`config.mk`:
```
export PLATFORM = sky130hd
export DESIGN_NAME = bch2_serial_decoder
export DESIGN_NICKNAME = d
export VERILOG_FILES = /design/src/rtl/bch2_serial_decoder.sv
export SDC_FILE = /design/constraint.sdc
export NUM_CORES = 1
export LEC_CHECK = 0
export CORE_ASPECT_RATIO = 0.6
export CORE_MARGIN = 2
export CORE_UTILIZATION = 43
export CTS_CLUSTER_DIAMETER = 80
export DETAILED_ROUTE_END_ITERATION = 16
export GPL_TIMING_DRIVEN = 0
export PLACE_DENSITY_LB_ADDON = 0.15
export SLEW_MARGIN = 20
export SYNTH_ARGS = -nofsm -noshare
export SYNTH_HDL_FRONTEND = slang
export SYNTH_SLANG_ARGS = --single-unit
```
`constraint.sdc`:
```
create_clock -name i_clk -period 9.7 [get_ports i_clk]
set_input_delay 1.94 -clock i_clk [delete_from_list [all_inputs] [get_ports i_clk]]
set_output_delay 1.94 -clock i_clk [all_outputs]
set_load 0.005 [all_outputs]
```
`src/rtl/bch2_serial_decoder.sv`:
```
// rtl/bch2_serial_decoder.sv - bit-serial t=2 binary BCH decoder over GF(2^M)
// Optional macro BCH_DEC_ERR_CNT_EN adds o_out_nerr (corrections applied, valid with o_out_last).
module bch2_serial_decoder #(
  parameter int M    = 6,
  parameter int POLY = 'h43
) (
  input  logic       i_clk,
  input  logic       i_rst_n,
  input  logic       i_in_data,
  input  logic       i_in_valid,
  output logic       o_in_ready,
  output logic       o_out_data,
  output logic       o_out_valid,
  input  logic       i_out_ready,
  output logic       o_out_last,
  output logic       o_out_fail
`ifdef BCH_DEC_ERR_CNT_EN
  ,
  output logic [1:0] o_out_nerr
`endif
);

  localparam int N = (1 << M) - 1;
  localparam logic [M-1:0] PLOW     = POLY[M-1:0];
  localparam logic [M-1:0] ONE      = M'(1);
  localparam logic [M-1:0] ALPHA    = M'(2);
  localparam logic [M-1:0] CNT_LAST = M'(N - 1);
  localparam logic [M-1:0] INV_LAST = M'(M - 2);

  function automatic logic [M-1:0] gf_mul(input logic [M-1:0] a, input logic [M-1:0] b);
    logic [M-1:0] p;
    p = '0;
    for (int i = M - 1; i >= 0; i--) begin
      p = {p[M-2:0], 1'b0} ^ (p[M-1] ? PLOW : '0);
      if (b[i]) p = p ^ a;
    end
    return p;
  endfunction

  localparam logic [M-1:0] ALPHA3 = gf_mul(gf_mul(ALPHA, ALPHA), ALPHA);

  typedef enum logic [1:0] {S_RECV, S_INV, S_SIG, S_OUT} state_t;

  state_t       r_state, w_state_next;
  logic [M-1:0] r_cnt;
  logic [N-1:0] r_buf;
  logic [M-1:0] r_s1, r_s3, r_sq, r_acc, r_sig1, r_sig2, r_e;
  logic [1:0]   r_d, r_roots;
  logic         r_fail_pre;

  logic         w_in_fire, w_out_fire, w_last_beat, w_flip;
  logic [M-1:0] w_s1_next, w_s3_next, w_sq2, w_acc_next, w_sig2, w_e2, w_chien;
  logic [1:0]   w_roots_inc;

  assign w_in_fire   = i_in_valid & (r_state == S_RECV);
  assign w_out_fire  = i_out_ready & (r_state == S_OUT);
  assign w_last_beat = (r_cnt == CNT_LAST);
  assign w_s1_next   = gf_mul(r_s1, ALPHA) ^ {{(M-1){1'b0}}, i_in_data};
  assign w_s3_next   = gf_mul(r_s3, ALPHA3) ^ {{(M-1){1'b0}}, i_in_data};
  // Each INV step squares the running power and folds it in: acc ends at S1^(2+4+..+2^(M-1)).
  assign w_sq2       = gf_mul(r_sq, r_sq);
  assign w_acc_next  = gf_mul(r_acc, w_sq2);
  assign w_sig2      = gf_mul(r_s1, r_s1) ^ gf_mul(r_s3, r_acc);
  assign w_e2        = gf_mul(r_e, r_e);
  assign w_chien     = gf_mul(r_sig1, r_e) ^ gf_mul(r_sig2, w_e2);
  assign w_flip      = (w_chien == ONE);
  assign w_roots_inc = (w_flip && (r_roots != 2'd3)) ? 2'(r_roots + 2'd1) : r_roots;

  always_ff @(posedge i_clk or negedge i_rst_n) begin
    if (!i_rst_n) r_state <= S_RECV;
    else          r_state <= w_state_next;
  end

  always_comb begin
    w_state_next = r_state;
    o_in_ready   = 1'b0;
    o_out_valid  = 1'b0;
    o_out_data   = 1'b0;
    o_out_last   = 1'b0;
    o_out_fail   = 1'b0;
`ifdef BCH_DEC_ERR_CNT_EN
    o_out_nerr   = 2'd0;
`endif
    case (r_state)
      S_RECV: begin
        o_in_ready = 1'b1;
        if (w_in_fire && w_last_beat) w_state_next = S_INV;
      end
      S_INV: if (r_cnt == INV_LAST) w_state_next = S_SIG;
      S_SIG: w_state_next = S_OUT;
      S_OUT: begin
        o_out_valid = 1'b1;
        o_out_data  = r_buf[N-1] ^ w_flip;
        o_out_last  = w_last_beat;
        o_out_fail  = w_last_beat & (r_fail_pre | (w_roots_inc != r_d));
`ifdef BCH_DEC_ERR_CNT_EN
        o_out_nerr  = w_last_beat ? w_roots_inc : 2'd0;
`endif
        if (w_out_fire && w_last_beat) w_state_next = S_RECV;
      end
      default: w_state_next = S_RECV;
    endcase
  end

  always_ff @(posedge i_clk or negedge i_rst_n) begin
    if (!i_rst_n) begin
      r_cnt      <= '0;
      r_buf      <= '0;
      r_s1       <= '0;
      r_s3       <= '0;
      r_sq       <= '0;
      r_acc      <= '0;
      r_sig1     <= '0;
      r_sig2     <= '0;
      r_e        <= '0;
      r_d        <= 2'd0;
      r_roots    <= 2'd0;
      r_fail_pre <= 1'b0;
    end else begin
      case (r_state)
        S_RECV: if (w_in_fire) begin
          r_buf <= {r_buf[N-2:0], i_in_data};
          r_s1  <= w_s1_next;
          r_s3  <= w_s3_next;
          if (w_last_beat) begin
            r_cnt <= '0;
            r_sq  <= w_s1_next;
            r_acc <= ONE;
          end else begin
            r_cnt <= r_cnt + ONE;
          end
        end
        S_INV: begin
          r_sq  <= w_sq2;
          r_acc <= w_acc_next;
          r_cnt <= (r_cnt == INV_LAST) ? '0 : r_cnt + ONE;
        end
        S_SIG: begin
          r_sig1     <= r_s1;
          r_sig2     <= w_sig2;
          r_fail_pre <= (r_s1 == '0) && (r_s3 != '0);
          r_d        <= (r_s1 == '0) ? 2'd0 : ((w_sig2 == '0) ? 2'd1 : 2'd2);
          r_e        <= ALPHA;
          r_roots    <= 2'd0;
          r_cnt      <= '0;
        end
        S_OUT: if (w_out_fire) begin
          r_buf   <= {r_buf[N-2:0], 1'b0};
          r_e     <= gf_mul(r_e, ALPHA);
          r_roots <= w_roots_inc;
          if (w_last_beat) begin
            r_cnt <= '0;
            r_s1  <= '0;
            r_s3  <= '0;
          end else begin
            r_cnt <= r_cnt + ONE;
          end
        end
        default: ;
      endcase
    end
  end

endmodule

```
# --- Word-level counts from Yosys, hierarchy flattened ---
# Cells that the tools add are included.
classes:
  addsub: 2
  eq_ne: 15
  n_mux: 120
  bitwise: 84
  reduce_logical: 17
ops:
  columns: ["op", "count"]
  rows:
  - ["two-way mux 6 bit", 57]
  - ["XOR 6 x 2 -> 6 bit", 40]
  - ["XOR 6 bit", 37]
  - ["two-way mux 63 bit", 2]
  - ["one-hot mux 63 bit (2 select lines)", 1]
  - ["two-way mux 2 bit", 47]
  - ["one-hot mux 6 bit (2 select lines)", 5]
  - ["one-hot mux 6 bit (4 select lines)", 1]
  - ["zero test 6 bit", 2]
  - ["inequality test 2 bit, second input constant", 6]
  - ["XOR 6 x 1 -> 6 bit", 2]
  - ["AND reduction 3 bit", 3]
  - ["one-hot mux 2 bit (4 select lines)", 1]
  - ["adder 6 x 1 -> 6 bit, second input constant", 1]
  - ["== test 6 x 1 -> 1 bit, second input constant", 1]
  - ["== test 6 x 3 -> 1 bit, second input constant", 1]
  - ["== test 6 bit, second input constant", 1]
  - ["nonzero test 2 bit", 3]
  - ["nonzero test 6 bit", 1]
  - ["two-way mux 1 bit", 5]
  - ["== test 2 bit, second input constant", 2]
  - ["logical AND 1 bit", 4]
  - ["inequality test 2 x 1 -> 1 bit, second input constant", 2]
  - ["one-hot mux 2 bit (2 select lines)", 1]
  - ["9 further kinds", 12]
word_totals:
  reg_bits: 118
  elab_cells: 251

# --- Logic depth before layout (Yosys ltp) ---
# Gate-level depths: netlist of the first run.
logic_depth:
  word_depth: 50
  depth_mapped: 13
  mapped_depth_nobuf: 11

# --- Worst setup path before layout of the first run ---
# Ideal clock, no wire load.
synth_path:
  path_type: "register to output"
  startpoint: "register r_e[0]"
  endpoint: "output port o_out_fail"
  t_arrival_ns: 3.467
  t_required_ns: 7.760
  setup_slack_ns: 4.293
  stages_incl_launch_ff: 14
  cell_sequence: "dfrtp_1 -> buf_6 -> clkbuf_1 -> inv_1 -> ha_1 -> xnor2_1 -> mux2i_1 -> xnor2_1 -> nand2_1 -> xnor2_1 -> xnor3_1 -> or4_4 -> or3b_1 -> a21boi_1"
synth_between:
  elab_chain_cells: 41
  elab_cells_between_ends: 46
  classes_between: "eq/ne: 2; mux: 20; bitwise: 23; reduce/logical: 1"
synth_lines:
  columns: ["element", "line", "text"]
  rows:
  - ["start, declared", "47", "logic [M-1:0] r_s1, r_s3, r_sq, r_acc, r_sig1, r_sig2, r_e;"]
  - ["start signal, assigned", "149", "r_e <= gf_mul(r_e, ALPHA);"]
  - ["two-way mux 6 bit", "35", "if (b[i]) p = p ^ a;"]
  - ["XOR 6 x 2 -> 6 bit", "34", "p = {p[M-2:0], 1'b0} ^ (p[M-1] ? PLOW : '0);"]
  - ["XOR 6 bit", "35", null]
  - ["two-way mux 6 bit", "35", null]
  - ["XOR 6 x 2 -> 6 bit", "34", null]
  - ["XOR 6 bit", "35", null]
  - ["two-way mux 6 bit", "35", null]
  - ["XOR 6 x 2 -> 6 bit", "34", null]
  - ["(+25 left out)", null, null]
  - ["XOR 6 bit *", "65", "assign w_chien = gf_mul(r_sig1, r_e) ^ gf_mul(r_sig2, w_e2);"]
  - ["== test 6 x 1 -> 1 bit *", "66", "assign w_flip = (w_chien == ONE);"]
  - ["logical AND 1 bit *", "67", "assign w_roots_inc = (w_flip && (r_roots != 2'd3)) ? 2'(r_roots + 2'd1) : r_roots;"]
  - ["two-way mux 2 bit *", "67", null]
  - ["inequality test 2 bit *", "95", "o_out_fail = w_last_beat & (r_fail_pre | (w_roots_inc != r_d));"]
  - ["OR 1 bit *", "95", null]
  - ["bitwise AND 1 bit *", "95", null]
  - ["two-way mux 1 bit *", "84", "case (r_state)"]
  - ["end, declared", "16", "output logic o_out_fail"]
# Mark *: on every way between the ends. The rest lies on a longest branch, timed or not.

# --- Final worst setup path of the first run ---
# Same ends and word-level chain as after synthesis.

==> results_tabular.tex, run 1 <==
\begin{tabular}{lr}
\hline
Metric & Value \\
\hline
\multicolumn{2}{l}{\textbf{Run status}} \\
\quad Result of the run & completed \\
\multicolumn{2}{l}{\textbf{Finish}} \\
\quad Ant. Diodes & 0 \\
\quad Final core area utilization & 49.9\% \\
\quad Number of nets in the layout & 825 \\
\quad Summed area of non-filler cells in the final layout & 8540 sq um \\
\quad Fraction of final layout cells sized beyond drive strength 1 & 16.4\% \\
\quad Most frequent cells in the layout & 130 x nand2\_1, 118 x dfrtp\_1, 88 x xnor2\_1 \\
\quad P\&R area growth vs syn & 13.6\% \\
\quad Most common cell after layout, fill and taps aside & nand2\_1 \\
\multicolumn{2}{l}{\textbf{Clocking}} \\
\quad Number of setup buffers added after CTS & 0 \\
\quad CTS clk-pin slew, worst paths & 0.07 ns \\
\quad H-tree lvl count & 4 \\
\quad Clock latency at the later pin of the worst-skew pair & 0.41 ns \\
\quad Root buffer cell & clkbuf\_16 \\
\quad Sink Count & 118 \\
\quad Cts repair resizes & 0 \\
\quad Number of buffers created by CTS & 17 \\
\quad Number of hold-repair buffers added at the cts stage & 0 \\
\quad Maximum clock path buffer count & 2 \\
\quad TritonCTS clock tree & done \\
\multicolumn{2}{l}{\textbf{Logic synthesis}} \\
\quad Compound-Gate Fraction of Synth Area & 10.3\% \\
\quad Fraction of post-synthesis cell area in the top cell type by area & 39.3\% \\
\quad Library cells used by synthesis & 54 \\
\quad Proportion of synthesized area in mux cells & 14.0\% \\
\quad Synthesized net count & 796 \\
\quad Yosys Warn Count & 0 \\
\quad Post-synthesis adder-cell area fraction & 2.00\% \\
\quad Proportion of synthesized chip area in sequential cells & 39.3\% \\
\quad Most used DFF post-synth & dfrtp\_1 \\
\quad Area of the mapped netlist & 7520 sq um \\
\quad Yosys reg bits & 118 \\
\quad Cell types with the largest area share after synthesis & dfrtp\_1 39\%, mux2\_2 12\%, xnor2\_1 10\% \\
\quad Synthesized area divided by synthesized cell count & 9.65 sq um \\
\quad Post-synthesis simple-gate area fraction & 12.6\% \\
\quad Xor and xnor fraction of the mapped netlist area & 17.1\% \\
\quad Largest family of logic cells by synthesized area & XOR/XNOR gates \\
\quad Synth area leader & dfrtp\_1 \\
\quad Synth Instances & 779 \\
\quad Number of enable flip-flop cells after synthesis & 0 \\
\quad FFs w/ async S/R, synth & 100\% \\
\multicolumn{2}{l}{\textbf{Worst setup path}} \\
\quad Data arrival time at the worst-slack endpoint & 5.22 ns \\
\quad Type of destination of the critical path & output port \\
\quad Kind of launch point of the worst setup path & flip-flop \\
\quad Max Fanout on Critical Path & 10 \\
\quad Start of the worst register-to-register path & r\_e[0] \\
\quad R2r setup slk & 5.42 ns \\
\quad Destination of the worst register-to-register timing path & r\_roots[0] \\
\quad Startpoint-to-endpoint class of the critical path & flip-flop to output port \\
\quad R2r worst-path depth & 13 \\
\quad Data required time of the critical path & 7.76 ns \\
\quad End point of the critical path & o\_out\_fail \\
\quad Crit path from & r\_e[0] \\
\multicolumn{2}{l}{\textbf{Timing}} \\
\quad Clock period minus final worst setup slack & 7.16 ns \\
\quad Final-report hold violation count & 0 \\
\quad Setup TNS Final & 0 ns \\
\quad Max Freq & 0.140 GHz \\
\quad Final Hold Slack & 0.499 ns \\
\quad RSZ-0062 raised after global routing & no \\
\quad Relative max-transition margin & 37.0\% \\
\quad Final setup violating endpoints & 0 \\
\quad Slew at the pin closest to its max-slew limit & 0.938 ns \\
\quad Slew Limit Fails & 0 \\
\quad Clock Skew & 0.0126 ns \\
\quad Crit share post-route & 73.8\% \\
\multicolumn{2}{l}{\textbf{Route}} \\
\quad Vias per inst & 5.28 \\
\quad Met2 wire length & 6950 microns \\
\quad WL/cell & 16.5 microns \\
\quad Starting DRC count in detailed routing & 529 \\
\quad Detailed-route wire length on metal 1 & 9320 microns \\
\quad Number of vias after detailed routing & 5568 \\
\quad Pre-antenna DRT Iters & 5 \\
\quad Residual DRC count & 0 \\
\quad Top sig layer & met4 \\
\quad Routed wire length on met3 & 1010 microns \\
\quad Antenna viol nets, final & 0 \\
\quad Wirelength, routed & 17400 microns \\
\multicolumn{2}{l}{\textbf{Die}} \\
\quad Core Box Area & 17100 sq um \\
\quad Starting density of the core & 43.9\% \\
\quad I/O pin count & 10 \\
\quad Horiz. Die Dim & 175 microns \\
\quad Total die area & 18600 sq um \\
\quad Cell Rows & 37 \\
\quad Y dimension of the die & 106 microns \\
\multicolumn{2}{l}{\textbf{Global route}} \\
\quad Maximum number of pins on one net before global-route repair & 81 \\
\quad Number of antenna violations at the first check in global routing & 0 \\
\quad GRT Total Usage & 20.1\% \\
\quad GR Overflow Total & 0 \\
\quad First-pass GRT wire length & 29200 microns \\
\quad Number of global-route vias before repair & 5434 \\
\multicolumn{2}{l}{\textbf{Placement}} \\
\quad Final Wtd Congestion & 0.923 \\
\quad Buffers added on ports & 9 \\
\quad HPWL after detailed placement & 12600 microns \\
\quad Area of placed instances & 7930 sq um \\
\multicolumn{2}{l}{\textbf{Hold path}} \\
\quad Hold WC Path Type & flip-flop to flip-flop \\
\multicolumn{2}{l}{\textbf{Power and ir drop}} \\
\quad Pwr Total & 0.00337 W \\
\quad Maximum vdd drop & 0.000130 V \\
\quad Pwr dens & 395 nW/um\^{}2 \\
\quad Leakage component of the power & 3.62 nW \\
\multicolumn{2}{l}{\textbf{Flow run}} \\
\quad Number of max-cap violations & 0 \\
\hline
\end{tabular}
[cell families (layout without fill, tap and decap cells)]
family / count (synthesis) / in the layout
AND/OR/NAND/NOR: 211 / 211
XOR/XNOR: 136 / 136
AO/OA/AOI/OAI: 123 / 123
flip-flops: 118 / 118
multiplexers: 95 / 95
buffers and inverters: 84 / 126
adder cells (fa/ha/maj): 12 / 12
[critical path, stage by stage (launching register included)]
cell	delay [ns]
dfrtp_1	0.34
buf_6	0.14
clkbuf_1	0.45
inv_1	0.23
ha_1	0.37
xnor2_1	0.26
mux2i_1	0.21
xnor2_1	0.41
nand2_1	0.12
xnor2_1	0.22
xnor3_1	0.39
or4_4	0.60
or3b_1	0.39
a21boi_1	0.15
clkdlybuf4s50_1	0.51
[sequential cells by signal, indices dropped and copies added (netlist names)]
register,flops
r_fail_pre,1
r_sq,6
r_s1,6
r_s3,6
r_buf,63
r_d,2
r_roots,2
r_state,2
r_cnt,6
r_acc,6
r_e,6
r_sig1,6
r_sig2,6
[metrics by stage]
step / instances / setup WS [ns]
floorplan: 779 / 4.29
finish: 1055 / 2.54
CTS: 1055 / 2.59
detailed placement: 1023 / 3.05
global route: 1055 / 2.33
global placement: 1022 / 2.22
[where the power goes]
| part | internal [W] | leakage [nW] | switching, W | total [W] |
|---|---|---|---|---|
| clock | 0.000391 | 0.298 | 0.000271 | 0.000662 |
| sequential | 0.000628 | 1.57 | 0.0000913 | 0.000719 |
| combinational | 0.000857 | 1.76 | 0.00113 | 0.00199 |
[Yosys cell counts, types with 3 or more instances]
library cell	number
a21oi_1	28
a22o_1	12
a22oi_1	10
a32o_1	4
and3_1	3
buf_1	5
buf_2	8
clkbuf_1	43
dfrtp_1	118
ha_1	12
inv_1	23
mux2_2	79
mux2i_1	15
nand2_1	130
nand2b_1	12
nand3_1	6
nand3b_1	3
nor2_1	27
nor2b_1	3
nor3_1	3
nor4_1	3
o211ai_1	4
o21ai_0	39
o22ai_1	7
o31ai_1	6
or3_1	4
or3b_2	4
xnor2_1	88
xnor3_1	7
xor2_1	41
[area by class of cell]
type,instances,area [sq um]
Timing Repair Buffer,10,119
Tap cell,234,293
Multi-Input combinational cell,577,4220
Clock buffer,17,425
Sequential cell,118,2950
Inverter,23,86.3
Fill cell,1563,8590
Buffer,61,263
Clock inverter,15,188
[per-layer routing]
metal  GRT usage, %  up-vias
met5              0        -
met4           4.40        0
met3           4.11        6
met2           27.5      115
met1           31.9     2761
li1               -     2686
[worst min path at each step]
| stage | start | end | slack [ns] | cells after the start |
|---|---|---|---|---|
| CTS | r_buf[14] | r_buf[15] | 0.50 | 1 |
| finish | r_buf[14] | r_buf[15] | 0.50 | 1 |
| global placement | r_buf[28] | r_buf[29] | 0.48 | 1 |
| floorplan | r_cnt[4] | r_cnt[4] | 0.46 | 1 |
| detailed placement | r_buf[25] | r_buf[25] | 0.49 | 1 |
| global route | r_buf[13] | r_buf[13] | 0.51 | 1 |
(Power assumes the default switching activity.)
==> run 2: changes to the inputs <==
==> constraint.sdc (replaced) <==
create_clock -name i_clk -period 7.4 [get_ports i_clk]
set_input_delay 1.48 -clock i_clk [delete_from_list [all_inputs] [get_ports i_clk]]
set_output_delay 1.48 -clock i_clk [all_outputs]
set_load 0.005 [all_outputs]
==> results of run 2 <==
Same layout as run 1 (identical final DEF). Status: completed.
Main changes from that run: setup slack after placement 3.05 ns -> 1.21 ns; setup slack after layout 2.54 ns -> 0.703 ns; register-to-register setup slack 5.42 ns -> 3.12 ns; total power 0.00337 W -> 0.00442 W; worst IR drop on VDD 0.000130 V -> 0.000171 V
